$ cat src/rtl/delay_line_ctrl.sv
// Circular delay-line sequencer for one single-port synchronous RAM.
// Each accepted sample reads the sample written `delay` samples ago, then writes itself at wr_ptr.
module delay_line_ctrl #(
    parameter int DW     = 8,
    parameter int AW     = 16,
    parameter int RD_LAT = 1
) (
    input  logic          clk,
    input  logic          rst_n,
    input  logic          sample_valid,
    input  logic [DW-1:0] sample_in,
    output logic          ready,
    input  logic [AW-1:0] delay,
    output logic          out_valid,
    output logic [DW-1:0] sample_out,
    output logic          overrun,
    input  logic          clr_overrun,
    output logic [AW-1:0] ram_addr,
    output logic          ram_we,
    output logic [DW-1:0] ram_din,
    input  logic [DW-1:0] ram_dout
);

    localparam int WCW = (RD_LAT > 1) ? $clog2(RD_LAT) : 1;
    localparam logic [WCW-1:0] WAIT_RELOAD = WCW'(RD_LAT - 1);
    localparam logic [AW:0]    FILL_MAX    = {1'b1, {AW{1'b0}}};

    localparam logic [2:0] ST_IDLE = 3'd0;
    localparam logic [2:0] ST_RD   = 3'd1;
    localparam logic [2:0] ST_WAIT = 3'd2;
    localparam logic [2:0] ST_CAP  = 3'd3;
    localparam logic [2:0] ST_WR   = 3'd4;

    logic [2:0]     state_reg, state_next;
    logic [AW-1:0]  wr_ptr_reg;
    logic [AW:0]    fill_reg;
    logic [DW-1:0]  s_reg;
    logic [AW-1:0]  eff_d_reg;
    logic [AW-1:0]  rd_addr_reg;
    logic [WCW-1:0] wait_cnt_reg;
    logic [DW-1:0]  sample_out_reg;
    logic           overrun_reg;

    logic           accept;
    logic [AW-1:0]  eff_d_next;
    logic           warm_mask;

    assign ready  = (state_reg == ST_IDLE) && rst_n;
    assign accept = ready && sample_valid;

    // A delay input is AW bits wide, so DEPTH-1 is the natural ceiling; only zero needs clamping.
    assign eff_d_next = (delay == '0) ? AW'(1) : delay;

    // Locations older than the number of samples written so far hold no valid audio.
    assign warm_mask = ({1'b0, eff_d_reg} > fill_reg);

    always_comb begin
        state_next = state_reg;
        case (state_reg)
            ST_IDLE: if (accept) state_next = ST_RD;
            ST_RD:   state_next = ST_WAIT;
            ST_WAIT: if (wait_cnt_reg == '0) state_next = ST_CAP;
            ST_CAP:  state_next = ST_WR;
            ST_WR:   state_next = ST_IDLE;
            default: state_next = ST_IDLE;
        endcase
    end

    always_ff @(posedge clk) begin
        if (!rst_n) begin
            state_reg      <= ST_IDLE;
            wr_ptr_reg     <= '0;
            fill_reg       <= '0;
            s_reg          <= '0;
            eff_d_reg      <= AW'(1);
            rd_addr_reg    <= '0;
            wait_cnt_reg   <= '0;
            sample_out_reg <= '0;
        end else begin
            state_reg <= state_next;
            case (state_reg)
                ST_IDLE: begin
                    if (accept) begin
                        s_reg       <= sample_in;
                        eff_d_reg   <= eff_d_next;
                        rd_addr_reg <= wr_ptr_reg - eff_d_next;
                    end
                end
                ST_RD: begin
                    wait_cnt_reg <= WAIT_RELOAD;
                end
                ST_WAIT: begin
                    if (wait_cnt_reg != '0) wait_cnt_reg <= wait_cnt_reg - 1'b1;
                end
                ST_CAP: begin
                    sample_out_reg <= warm_mask ? '0 : ram_dout;
                end
                ST_WR: begin
                    wr_ptr_reg <= wr_ptr_reg + 1'b1;
                    if (fill_reg != FILL_MAX) fill_reg <= fill_reg + 1'b1;
                end
                default: ;
            endcase
        end
    end

    // A new overrun event in the same cycle as a clear keeps the flag set.
    always_ff @(posedge clk) begin
        if (!rst_n)
            overrun_reg <= 1'b0;
        else if (sample_valid && !ready)
            overrun_reg <= 1'b1;
        else if (clr_overrun)
            overrun_reg <= 1'b0;
    end

    // RAM port is decoded purely from registered state so no input reaches it combinationally.
    always_comb begin
        ram_addr = wr_ptr_reg;
        ram_we   = 1'b0;
        ram_din  = '0;
        case (state_reg)
            ST_RD, ST_WAIT, ST_CAP: ram_addr = rd_addr_reg;
            ST_WR: begin
                ram_addr = wr_ptr_reg;
                ram_we   = 1'b1;
                ram_din  = s_reg;
            end
            default: ;
        endcase
    end

    assign out_valid  = (state_reg == ST_WR);
    assign sample_out = sample_out_reg;
    assign overrun    = overrun_reg;

endmodule

$ cat config.mk
export PLATFORM = sky130hd
export DESIGN_NAME = delay_line_ctrl
export DESIGN_NICKNAME = d
export VERILOG_FILES = /design/src/rtl/delay_line_ctrl.sv
export SDC_FILE = /design/constraint.sdc
export NUM_CORES = 1
export LEC_CHECK = 0
export ABC_AREA = 1
export ABC_CLOCK_PERIOD_IN_PS = 2070
export CAP_MARGIN = 10
export CORE_ASPECT_RATIO = 1.75
export CORE_MARGIN = 1
export CORE_UTILIZATION = 35
export DETAILED_ROUTE_END_ITERATION = 7
export MAX_ROUTING_LAYER = met4
export PLACE_DENSITY = 0.59
export SLEW_MARGIN = 40
export SYNTH_ARGS = -nofsm -noshare
export SYNTH_HDL_FRONTEND = slang
export SYNTH_SLANG_ARGS = --single-unit
$ cat constraint.sdc
create_clock -name clk -period 2.07 [get_ports clk]
set_clock_uncertainty 0.05 [all_clocks]
set_input_delay 0.414 -clock clk [delete_from_list [all_inputs] [get_ports clk]]
set_output_delay 0.414 -clock clk [all_outputs]
set_load 0.01 [all_outputs]
# Word level (Yosys, flattened, before mapping)
# Cells that the tools add are included.
# op_classes
n_addsub	4
n_bitwise	0
mul	0
n_eq_ne	7
reduce_logical	12
n_lt_le_gt_ge	1
div_mod_pow	0
muxes	12
shifts	0
# op_table
cell	n
2-to-1 mux 16 bit	2
adder 17 x 1 -> 17 bit, second input constant	1
greater-than comparator 16 x 17 -> 1 bit	1
inequality test 17 bit, second input constant	1
adder 16 x 1 -> 16 bit, second input constant	1
logical NOT 16 bit	1
2-to-1 mux 8 bit	2
subtractor 16 bit	1
one-hot mux 3 bit (4 select lines)	1
== test 3 x 2 -> 1 bit, second input constant	2
2-to-1 mux 3 bit	2
AND reduction 2 bit	3
2-to-1 mux 1 bit	4
inequality test 2 bit, second input constant	2
nonzero test 2 bit	2
== test 3 x 1 -> 1 bit, second input constant	1
== test 3 bit, second input constant	1
logical AND 1 bit	3
logical NOT 3 bit	1
OR reduction 3 bit	1
one-hot mux 1 bit (2 select lines)	1
logical NOT 1 bit	1
subtractor 1 bit, second input constant	1
# totals
ram_bits	0
mem_bits_ro	0
ff_bits	86
latchBits	0
mem_count	0
in_bits	36

# Depth between registers and ports, before layout
# Gate-level depths: netlist of the first run.
# logic_depth
ltp_word	5
mapped_depth	17

# Worst setup path before layout of the first run
# OpenSTA, ideal clock, no wires.
# synth_timing
kind	input to register
startpoint	input port delay[0]
endpoint	register rd_addr_reg[6]
setup_time_ps	115
arrival_time_ps	2092
n_path_buf	0
setup_slack_ps	-188
stages	11
required_time_ps	1905
path_cell_list	nor4_1 -> a31o_2 -> ha_1 -> inv_1 -> fa_1 -> nand3_1 -> nand2_1 -> a21o_1 -> xor2_1 -> o21ai_0 -> inv_1
# synth_between
elab_chain_cells	3
# synth_lines
item	line	text
start, declared	13	input logic [AW-1:0] delay,
logical NOT 16 bit	52	assign eff_d_next = (delay == '0) ? AW'(1) : delay;
2-to-1 mux 16 bit *	52	
net eff_d_next[0]	45	logic [AW-1:0] eff_d_next;
subtractor 16 bit *	86	rd_addr_reg <= wr_ptr_reg - eff_d_next;
end signal, assigned	86	
end, declared	39	logic [AW-1:0] rd_addr_reg;
# Mark *: on every way through the listed nets, which the timed path passes. The rest lies on a longest branch.
# A chain may end at the register's enable or synchronous reset.

# Worst setup path after layout of the first run
# layout_timing
startpoint	input port delay[8]
endpoint	register rd_addr_reg[10]
# layout_between
elab_chain_cells	3
# layout_lines
item	line
logical NOT 16 bit	52
2-to-1 mux 16 bit	52
net eff_d_next[0]	45
subtractor 16 bit	86
# The timed path passes the listed nets, and every way through them passes these cells.

==> metrics.csv, run 1 <==
stage,metric,value,unit
run_status,status,"finished, violations left",
run_status,violations,setup timing,
yosys,ys_seq_area_share,32.8,%
finish,layout.nets,1001,
drt,wl_per_cell,14.3,um
timing,fin_ws,-31.1,ps
finish,final_common_cell,nand2_1,
drt,drcViolationCount,0,
global_routing,grt_use_total,22.0,%
drt,drt-met1-wl,6290,um
timing,maxSlewViolCount,0,
finish,final_cell_mix,"nand2_1, inv_1, buf_4",
worst_setup_path,r2r_end,rd_addr_reg[10],
worst_setup_path,r2r-start,wr_ptr_reg[0],
placement,io_buffer_count,71,
cts,cts_hold_buffers,0,
drt,vias_per_cell,4.82,
worst_setup_path,start_kind,primary input,
floorplan,dieArea,15300,um2
finish,diodes,0,
finish,area_growth,37.6,%
cts,cts_max_level,3,
yosys,yosysWarnings,0,
worst_setup_path,cpPeakStageDelay,340,ps
yosys,synth_area_leaders,"dfxtp_1, nand2_1, a21oi_1",
drt,drtIter0Drc,216,
finish,drive_gt1_share,21.8,%
worst_setup_path,crit_arrival,2300,ps
drt,topRoutingLayerUsed,met4,
yosys,synth_top_cell_by_area,dfxtp_1,
worst_setup_path,r2r_slack,200,ps
floorplan,io_pins,72,
cts,cts_root_buf,clkbuf_16,
worst_setup_path,critPathKind,primary input to flip-flop,
floorplan,rows,58,
global_routing,grt_overflow,0,
cts,cts_tree,built,
cts,clkTransAtPathRegs,70,ps
timing,rsz0062_at_grt,true,
min_path,hp-class,primary input to flip-flop,
cts,clock_sinks,85,
worst_setup_path,worstPathMaxFanout,3,
timing,min_period_over_period,102,%
worst_setup_path,cp_cell_sequence,"buf_6, inv_2, nand4_1, nor2_1, buf_4, a31o_4, ha_4, inv_2, fa_2, nand3_2, nand2_2, a21o_1, nand2_1, nand2_1, nand2_1, nand3_1, nand2_1, inv_1",
worst_setup_path,crit_top_cell,nand2_1,
worst_setup_path,worst_r2r_path_depth,13,
yosys,postSynthCellCount,775,
power,p_leak,3.27,nW
floorplan,start_util,35.9,%
worst_setup_path,crit_path_end_kind,flip-flop,
power,p_per_area,664,nW/um2
min_path,whs_path_depth,4,
timing,fin_setup_tns,-64.0,ps
placement,hpwl,12200,um
cts,clock_latency,340,ps
drt,vias,5364,
yosys,synth_top_area_share,32.8,%
yosys,synth_area_per_cell,6.69,um2
timing,worst-slew-pin-transition,532,ps
timing,relSlewSlack,64.4,%
timing,setup-violations-final,3,
yosys,synth_nets,847,
drt,routed_wl,16000,um
timing,final_hold_viol_count,0,
drt,met3WireLength,318,um
finish,largest_reg_flops,17,
flow_run,max-cap-violations,0,
min_path,hold_start,delay[10],
global_routing,grt_pass1_wl,24800,um
timing,layout_min_cycle_time,2100,ps
cts,cts_buffer_depth,2,
global_routing,antenna_found_initial,0,
global_routing,grt_pass1_vias,5068,
floorplan,die_x,94.0,um
min_path,min_to,eff_d_reg[10],
yosys,ys_ff_latch,85,
worst_setup_path,critical_path_buf_inv_count,5,
placement,place.gp.congestion,0.921,
worst_setup_path,critPathSlowestCell,fa_2,
worst_setup_path,critPathTopFamily,simple AND/OR/NAND/NOR gates,
drt,final_antenna_net_count,0,
yosys,synthesis.area,5180,um2
timing,whs,364,ps
drt,wl_met2,8670,um
worst_setup_path,required,2270,ps
yosys,ys_types,36,
power,peakVddDrop,0.368,mV
global_routing,grt_max_degree,45,
finish,finalCoreUtilization,49.4,%
cts,numCtsBuffers,9,
timing,fmax,476,MHz
drt,drtPass1Iterations,4,
floorplan,core_area,14400,um2
floorplan,chipHeight,163,um
-- what timing repair did --
action / 4_1_cts / 5_1_grt
pin swaps: 12 / 15
hold endpoints to repair: 0 / 0
resized for setup: 100 / 75
setup buffers: 18 / 4
gates cloned: 0 / 1
endpoints found under the setup margin: 41 / 43
-- stage by stage --
step	total power, mW	cell area (um2)	setup slack, ps	std cells
6_report	4.73	7130	-31.1	1113
4_1_cts	4.70	7010	-75.6	1108
2_1_floorplan	2.53	5240	-79.4	775
3_5_place_dp	3.08	6640	-787	1075
5_1_grt	5.01	7130	-177	1113
3_3_place_gp	3.07	6640	-741	1075
-- worst max path at each step --
| stage | startpoint | to | slack (ps) | cells after the start |
|---|---|---|---|---|
| 5_1_grt | delay[12] | rd_addr_reg[10] | -180 | 18 |
| 3_3_place_gp | delay[15] | rd_addr_reg[14] | -740 | 18 |
| 6_report | delay[8] | rd_addr_reg[10] | -30 | 18 |
| 4_1_cts | delay[8] | rd_addr_reg[10] | -80 | 18 |
| 2_1_floorplan | delay[0] | rd_addr_reg[6] | -80 | 11 |
| 3_5_place_dp | delay[11] | rd_addr_reg[6] | -790 | 15 |
-- cells in the mapped netlist --
library cell  number
clkbuf_1          12
nor3b_1            1
nand3_1           36
nor2_8             1
dfxtp_1           85
buf_4              4
a211oi_1           1
o21ai_1            1
buf_1              1
nor2_2             2
nor3_2             1
a31o_2             2
inv_1            120
nor2_4             2
inv_2              8
xor2_1            15
o21ai_0           64
nor4_1             4
ha_1              35
and2_1             1
nand3_2            2
a31oi_1            1
nand2_1          167
a21oi_1           93
a211oi_2           1
and3_1             2
o211ai_1           1
a21o_1             4
fa_1               1
nand4_1           14
nor3_1            18
buf_2              5
xnor2_1            4
o21bai_1           1
nor2_1            61
buf_6              4
-- power by group --
| group | leakage, nW | switching (mW) | total (mW) | internal (mW) |
|---|---|---|---|---|
| Combinational | 2.45 | 0.715 | 1.29 | 0.576 |
| Clock | 0.131 | 0.687 | 1.62 | 0.933 |
| Sequential | 0.692 | 0.0562 | 1.82 | 1.77 |
-- cell families after synthesis --
group / count (synthesis) / synth area share [%]
AND/OR/NAND/NOR: 312 / 26.0
AO/OA/AOI/OAI: 169 / 17.0
buffers and inverters: 154 / 12.1
flip-flops: 85 / 32.8
adder cells (fa/ha/maj): 36 / 8.83
XOR/XNOR: 19 / 3.21
-- worst min-delay path: cells and delay by family --
kind,cells,cell delay [ps]
AOI/OAI and AO/OA,1,50
buffers and inverters,3,240
-- per-layer routing --
layer	vias to the layer above	track usage, %
met4	0	10.9
li1	2816	-
met3	39	2.37
met5	-	-
met1	2430	23.6
met2	79	39.3
-- layout make-up --
class | count | area, um2
tap | 180 | 225
clock inverter | 5 | 61.3
fill | 1489 | 7310
clock buffer | 10 | 229
sequential | 85 | 1700
multi-input combinational | 536 | 3030
timing repair buffer | 169 | 1390
inverter | 128 | 492
(Power assumes the default switching activity.)
==> run 2: changes to the inputs <==
CORE_UTILIZATION = 58   (was 35)
DONT_BUFFER_PORTS = 1   (was not set)
PLACE_DENSITY = 0.78   (was 0.59)
==> run 2 against run 1 <==
  * The flow now finishes without violations
  * Register-to-register slack worse by 100 ps
  * Via count shrank 1.6%
  * Utilization up 21 points
  * Die area shrank 39%
  * Critical path depth shrank 12
  * Total power shrank 2.3%
  * Wire length down 3.5%
  * Sequential cell count unchanged
  * Cell count shrank 16%
  * Fmax rose by 4.0%
  * Sequential share of layout area grew 4.2 points
  * Combinational power decreased by 17%
==> metrics.csv, run 2 (same netlist as run 1, synthesis figures left out) <==
stage,metric,value,unit,change
run_status,status,"complete, no violations",,
floorplan,rows,45,,-22%
worst_setup_path,required,1610,ps,-660 ps
drt,vias_per_cell,5.63,,+17%
global_routing,grt_use_total,34.7,%,+13 points
global_routing,antenna_found_initial,0,,unchanged
cts,cts_hold_buffers,0,,unchanged
timing,fmax,495,MHz,+4.0%
timing,maxSlewViolCount,0,,unchanged
timing,rsz0062_at_grt,true,,
cts,cts_max_level,3,,unchanged
min_path,hp-class,primary input to flip-flop,,
global_routing,grt_pass1_vias,4999,,-1.4%
cts,clock_latency,350,ps,about the same
placement,io_buffer_count,0,,-100%
cts,numCtsBuffers,9,,unchanged
floorplan,start_util,59.8,%,+24 points
finish,drive_gt1_share,14.4,%,-7.4 points
flow_run,max-cap-violations,0,,unchanged
cts,cts_root_buf,clkbuf_16,,
drt,vias,5277,,-1.6%
worst_setup_path,worst_r2r_path_depth,14,,+1
worst_setup_path,worstPathMaxFanout,16,,+13
finish,finalCoreUtilization,70.1,%,+21 points
min_path,whs_path_depth,2,,-2
floorplan,die_x,73.5,um,-22%
worst_setup_path,start_kind,flip-flop,,
worst_setup_path,critPathKind,flip-flop to primary output,,
timing,min_period_over_period,97.6,%,-3.9 points
drt,routed_wl,15400,um,-3.5%
global_routing,grt_overflow,0,,unchanged
timing,layout_min_cycle_time,2020,ps,-81.2 ps
global_routing,grt_pass1_wl,23600,um,-5.1%
finish,final_cell_area,6080,um2,-15%
timing,fin_setup_tns,0,ps,+64.0 ps
cts,clock_sinks,85,,unchanged
finish,final_common_cell,nand2_1,,
floorplan,core_area,8670,um2,-40%
timing,worst-slew-pin-transition,498,ps,-34.5 ps
drt,drtIter0Drc,341,,+58%
drt,drcViolationCount,0,,unchanged
timing,final_hold_viol_count,0,,unchanged
finish,layout.nets,887,,-11%
finish,area_growth,17.3,%,
floorplan,io_pins,72,,unchanged
global_routing,grt_max_degree,46,,+2.2%
placement,place.gp.congestion,0.955,,+3.7%
finish,final_cell_mix,"nand2_1, inv_1, a21oi_1",,
floorplan,chipHeight,127,um,-22%
timing,relSlewSlack,66.7,%,+2.3 points
worst_setup_path,crit_arrival,1560,ps,-740 ps
placement,hpwl,11400,um,-6.4%
power,p_leak,2.78,nW,-15%
finish,largest_reg_flops,17,,unchanged
placement,place_area,5650,um2,-15%
placement,dp_slack,-314,ps,+473 ps
drt,drtPass1Iterations,5,,+1
power,peakVddDrop,0.520,mV,+41%
timing,setup-violations-final,0,,-3
power,p_per_area,760,nW/um2,+15%
timing,fin_ws,50.2,ps,+81.2 ps
drt,wl_per_cell,16.4,um,+15%
cts,clkTransAtPathRegs,70,ps,about the same
cts,cts_buffer_depth,2,,unchanged
drt,final_antenna_net_count,0,,unchanged
cts,cts_tree,built,,
finish,diodes,0,,unchanged
floorplan,dieArea,9340,um2,-39%
worst_setup_path,crit_path_end_kind,primary output,,
-- run 2: worst paths after layout --
| kind | start | end | slack (ps) |
|---|---|---|---|
| min reg2reg | fill_reg[14] | fill_reg[14] | 410 |
| max | state_reg[0] | ram_addr[4] | 50 |
| min | rst_n | fill_reg[10] | 130 |
| max reg2reg | wr_ptr_reg[0] | rd_addr_reg[12] | 100 |
-- run 2: critical path: stages, from the launching register on --
cell,delay (ps)
dfxtp_1,380
nor2_2,70
inv_2,120
nand2_4,100
clkbuf_16,180
o21ai_1,190
buf_4,160
-- run 2: per-stage QoR --
step | total power, mW | hold WS (ps) | cells
after floorplan | 2.53 | 374 | 775
after global placement | 2.78 | 387 | 919
after detailed placement | 2.82 | 392 | 919
after CTS | 4.52 | 130 | 935
after global routing | 4.84 | 139 | 937
final | 4.62 | 134 | 937
-- run 2: repair_timing --
action	CTS	global route
gates cloned	0	1
setup buffers	0	1
resized for setup	5	43
endpoints found under the setup margin	5	36
pin swaps	0	11
-- run 2: cell type report --
class / instances / area [um2]
Timing Repair Buffer: 55 / 443
Tap cell: 117 / 146
Inverter: 128 / 518
Fill cell: 775 / 2590
Multi-Input combinational cell: 536 / 2950
Sequential cell: 85 / 1710
Clock inverter: 7 / 92.6
Clock buffer: 9 / 225
-- run 2: report_power, final --
part	internal, mW	leakage [nW]	total (mW)	switching (mW)
registers	1.77	0.693	1.83	0.0682
logic	0.406	1.94	1.07	0.669
clock network	0.967	0.149	1.71	0.748
total	3.14	2.78	4.62	1.49
-- run 2: routing by layer --
metal  track usage [%]  vias to the layer above  wire length [um]  share of wire (%)
met5                 -                        -                 0                  0
met4              25.7                        0              1130                7.3
met3              5.21                       58               657                4.3
met2              61.8                      194              8350                 54
met1              32.2                     2442              5260                 34
li1                  -                     2583                 -                  -
